**src/rtl/rf_wb_arbiter.sv**
```systemverilog
// Write-back arbiter, registered RF write stage and destination scoreboard.
// Define RF_WB_RR_EN for round-robin; otherwise fixed priority LD > ALU > HOST.
module rf_wb_arbiter #(
  parameter int DATA_W = 64,
  parameter int ADDR_W = 3
) (
  input  logic                   clk,
  input  logic                   rst,
  input  logic                   alu_valid,
  input  logic                   ld_valid,
  input  logic                   host_valid,
  output logic                   alu_ready,
  output logic                   ld_ready,
  output logic                   host_ready,
  input  logic [ADDR_W-1:0]      alu_addr,
  input  logic [ADDR_W-1:0]      ld_addr,
  input  logic [ADDR_W-1:0]      host_addr,
  input  logic [DATA_W-1:0]      alu_data,
  input  logic [DATA_W-1:0]      ld_data,
  input  logic [DATA_W-1:0]      host_data,
  output logic                   rf_wena,
  output logic [ADDR_W-1:0]      rf_waddr,
  output logic [DATA_W-1:0]      rf_wdata,
  input  logic                   claim_valid,
  input  logic [ADDR_W-1:0]      claim_addr,
  output logic [(1<<ADDR_W)-1:0] busy,
  output logic                   err_dup
);

  localparam int NREG = 1 << ADDR_W;

  // bit 0 = ALU, bit 1 = LD, bit 2 = HOST
  logic [2:0] req;
  logic [2:0] gnt;
  logic       xfer;

  assign req = {host_valid, ld_valid, alu_valid};

`ifdef RF_WB_RR_EN
  logic [1:0] ptr;
  logic [1:0] ptr_nxt;

  always_comb begin
    gnt = 3'b000;
    unique case (ptr)
      2'd1: begin
        if (req[1])      gnt = 3'b010;
        else if (req[2]) gnt = 3'b100;
        else if (req[0]) gnt = 3'b001;
      end
      2'd2: begin
        if (req[2])      gnt = 3'b100;
        else if (req[0]) gnt = 3'b001;
        else if (req[1]) gnt = 3'b010;
      end
      default: begin
        if (req[0])      gnt = 3'b001;
        else if (req[1]) gnt = 3'b010;
        else if (req[2]) gnt = 3'b100;
      end
    endcase
  end

  always_comb begin
    ptr_nxt = ptr;
    unique case (1'b1)
      gnt[0]:  ptr_nxt = 2'd1;
      gnt[1]:  ptr_nxt = 2'd2;
      gnt[2]:  ptr_nxt = 2'd0;
      default: ptr_nxt = ptr;
    endcase
  end

  always_ff @(posedge clk or negedge rst) begin
    if (!rst) ptr <= 2'd0;
    else      ptr <= ptr_nxt;
  end
`else
  always_comb begin
    gnt = 3'b000;
    if (req[1])      gnt = 3'b010;
    else if (req[0]) gnt = 3'b001;
    else if (req[2]) gnt = 3'b100;
  end
`endif

  // readies drop combinationally while reset is held
  assign alu_ready  = gnt[0] & rst;
  assign ld_ready   = gnt[1] & rst;
  assign host_ready = gnt[2] & rst;
  assign xfer       = |gnt;

  logic [ADDR_W-1:0] mux_addr;
  logic [DATA_W-1:0] mux_data;

  always_comb begin
    mux_addr = alu_addr;
    mux_data = alu_data;
    unique case (1'b1)
      gnt[1]: begin
        mux_addr = ld_addr;
        mux_data = ld_data;
      end
      gnt[2]: begin
        mux_addr = host_addr;
        mux_data = host_data;
      end
      default: begin
        mux_addr = alu_addr;
        mux_data = alu_data;
      end
    endcase
  end

  logic tag;

  always_ff @(posedge clk or negedge rst) begin
    if (!rst) begin
      rf_wena  <= 1'b0;
      rf_waddr <= '0;
      rf_wdata <= '0;
      tag      <= 1'b0;
    end else begin
      rf_wena <= xfer;
      if (xfer) begin
        rf_waddr <= mux_addr;
        rf_wdata <= mux_data;
        tag      <= ~gnt[2];
      end
    end
  end

  logic [NREG-1:0] set_vec;
  logic [NREG-1:0] clr_vec;
  logic            dup;

  assign set_vec = claim_valid ? (NREG'(1) << claim_addr) : '0;
  assign clr_vec = (rf_wena && tag) ? (NREG'(1) << rf_waddr) : '0;
  assign dup     = claim_valid && busy[claim_addr] && !clr_vec[claim_addr];

  // set after clear: a same-cycle claim belongs to a younger instruction
  always_ff @(posedge clk or negedge rst) begin
    if (!rst) begin
      busy    <= '0;
      err_dup <= 1'b0;
    end else begin
      busy <= (busy & ~clr_vec) | set_vec;
      if (dup) err_dup <= 1'b1;
    end
  end

endmodule

```
**config.mk**
```make
export PLATFORM = sky130hd
export DESIGN_NAME = rf_wb_arbiter
export DESIGN_NICKNAME = d
export VERILOG_FILES = /design/src/rtl/rf_wb_arbiter.sv
export SDC_FILE = /design/constraint.sdc
export NUM_CORES = 1
export LEC_CHECK = 0
export CAP_MARGIN = 20
export CORE_MARGIN = 2
export CORE_UTILIZATION = 36
export DETAILED_ROUTE_END_ITERATION = 10
export PLACE_DENSITY = 0.89
export SYNTH_ARGS = -nofsm -noshare
export SYNTH_HDL_FRONTEND = slang
export SYNTH_SLANG_ARGS = --single-unit
```
**constraint.sdc**
```tcl
create_clock -name clk -period 1.4 [get_ports clk]
set_clock_uncertainty 0.1 [all_clocks]
set_input_delay 0.14 -clock clk [delete_from_list [all_inputs] [get_ports clk]]
set_output_delay 0.14 -clock clk [all_outputs]
set_load 0.01 [all_outputs]
```
==> reports/metrics.yaml <==
pwr-share-comb_pct: 28.5
routed_wl_um: 15900
mappedNetlistArea_um2: 4280
dp_slack_ns: -0.289
crit_path_end_kind: "output port"
synth_warnings: 0
period_minus_slack_ns: 1.34
critPathLaunch: "ld_valid"
drt-initial-drc-count: 268
rsz0062_at_grt: "true"
cts_max_level: 3
yosysSeqAreaShare_pct: 45.6
p_per_area_nw_per_um2: 878
synth_fa_ha_area_share_pct: 0
final_cell_count_no_fill: 877
switchingPower_w: 0.00180
worstPathRequired_ns: 1.16
synthesis.nets: 652
path_max_fanout: 4
nets: 941
yosys.area_share.xor_xnor_pct: 0.410
regToRegSetupSlack_ns: 0.07
fmax_mhz: 744
clockPowerShare_pct: 31.3
initial_core_util_pct: 37.1
track_usage_pct: 24.6
period_share_pct: 96.0
slew_headroom_pct: 54.0
syn2layout_area_growth_pct: 76.7
drv_slew: 0
die_area_um2: 12800
hpwl_um: 12100
final_util_pct: 65.6
die_w_um: 113
violations: "design-rule violations"
clkTransAtPathRegs_ns: 0.06
hold_path_class: "in2reg"
worstReg2RegStart: "busy[7]"
ir_drop_mv: 0.451
drc: 20
layout-drive-gt1-share_pct: 7.36
crit_type: "in2out"
switching_share_pct: 27.1
yosys.area_share.simple_pct: 16.1
avgSynthCellArea_um2: 9.68
power_w: 0.00664
hp-start: "ld_valid"
synth-seq-cells: 78
cts_root_buffer: "clkbuf_16"
insertion_delay_ns: 0.32
start_kind: "input port"
clock_path_buffers: 2
synth_compound_area_share_pct: 30.0
synth_mux_area_share_pct: 1.05
viasPerCell: 5.45
syn-instance-count: 442
fin_setup_tns_ns: 0
hold_viol: 0
cts_tree: "built"
fp.dieH_um: 113
worst_slew_pin_slew_ns: 0.690
routabilityCongestion: 0.899
synth_cell_types: 25
num_vias: 4780
setup_slack_ns: 0.0553
grt_pass1_vias: 5009
buffer_ports.inserted: 289
num_rows: 39
p_leak_nw: 3.42
num_io_pins: 290
p_seq_share_pct: 40.2
setup_viol: 0
antenna_found_initial: 0
drv_cap: 0
placedCellCount: 861
grt_max_degree: 67
cts.sink_count: 78
cts_buffers: 9
status: "finished, violations left"
critical_path_arrival_ns: 1.10
core_um2: 11500
grt-ovfl-total: 0
p_int_w: 0.00484
wl_per_cell_um: 18.2
grt_pass1_wl_um: 25000
diodes: 0
ant_nets: 0
first_pass_iters: 9
synth_top_family_by_area: "compound AO/OA/AOI/OAI gates"
flip-flops by register name, summed over array words and instances (netlist names):
signal	flops
rf_wdata	64
busy	8
rf_waddr	3
err_dup	1
rf_wena	1
tag	1
worst max-delay path, stage by stage:
cell,delay (ns)
buf_4,0.12
buf_4,0.14
and2_1,0.13
clkdlybuf4s50_1,0.57
cells by family (layout without fill, tap and decap cells):
logic type / Yosys count / in the layout
multiplexers: 2 / 2
flip-flops: 78 / 78
XOR/XNOR: 2 / 2
AO/OA/AOI/OAI: 218 / 218
buffers and inverters: 52 / 344
AND/OR/NAND/NOR: 90 / 90
power groups by stage:
stage / combinational (W) / clock (W) / sequential (W)
2_1_floorplan: 0.000577 / 0 / 0.00281
3_5_place_dp: 0.00206 / 0 / 0.00271
6_report: 0.00189 / 0.00208 / 0.00267
5_1_grt: 0.00204 / 0.00221 / 0.00270
4_1_cts: 0.00190 / 0.00213 / 0.00267
3_3_place_gp: 0.00201 / 0 / 0.00271
repair_timing:
action | 4_1_cts | 5_1_grt
endpoints found under the hold margin | 78 | 0
hold buffers | 1 | 0
buffers inserted | 1 | 0
resized for setup | 78 | 3
endpoints found under the setup margin | 77 | 3
pin swaps | 0 | 2
synthesized netlist by cell type (all sizes together):
cell     n  area share (%)
nor2     8            0.70
and2     2            0.29
o311ai   1            0.20
and3b   64              13
dfrtp   78              46
nand2    7            0.61
and3     1            0.15
o31ai    5            0.88
buf     29             4.7
xor2     2            0.41
nand3b   1            0.18
a21oi   67             7.8
mux4     2             1.1
clkbuf  17             1.5
a22oi   64              11
nor3     1            0.23
o21ai   77             9.0
nand2b   5            0.73
o211ai   1            0.18
a221o    3            0.70
inv      6            0.53
nand3    1            0.12
layout by cell type (no fill, tap or decap), types with 2 or more instances in the layout:
master	count
a21oi_1	67
a221o_1	3
a22oi_1	64
and2_1	2
and3b_1	64
buf_12	4
buf_4	33
clkbuf_1	2
clkbuf_16	9
clkdlybuf4s50_1	206
clkinv_2	2
dfrtp_1	77
dlygate4sd2_1	77
dlymetal6s2s_1	2
inv_1	6
mux4_2	2
nand2_1	7
nand2b_1	5
nor2_1	8
o21ai_0	55
o21ai_1	22
o31ai_1	5
xor2_1	2
layout make-up:
| class | count | area, um2 |
|---|---|---|
| clock buffer | 12 | 246 |
| sequential | 78 | 1950 |
| fill | 926 | 3960 |
| inverter | 6 | 22.5 |
| tap | 143 | 179 |
| timing repair buffer | 324 | 3100 |
| clock inverter | 2 | 10.0 |
| multi-input combinational | 312 | 2040 |
layer usage:
layer / vias to the layer above / wire, um / track usage [%]
met1: 2258 / 5920 / 27.7
li1: 2240 / - / -
met4: 0 / 432 / 9.67
met2: 248 / 8240 / 44.5
met3: 34 / 1360 / 6.32
met5: - / 0 / 0
per-stage QoR:
step | hold WS, ns | instance area (um2)
floorplan | -0.256 | 4280
global placement | 0.0882 | 7370
detailed placement | 0.0897 | 7370
CTS | 0.00250 | 7550
global route | 0.0197 | 7560
finish | 0.0101 | 7560
worst paths after layout:
| check | cells past startpoint | end |
|---|---|---|
| setup / recovery | 4 | ld_ready |
| min in group asynchronous | 3 | rf_wdata[53] |
| max in group asynchronous | 3 | rf_waddr[0] |
| hold / removal | 3 | tag |
| hold reg to reg | 2 | rf_wdata[51] |
| setup reg to reg | 3 | err_dup |
Note: power is estimated with default switching activity, not from simulation.
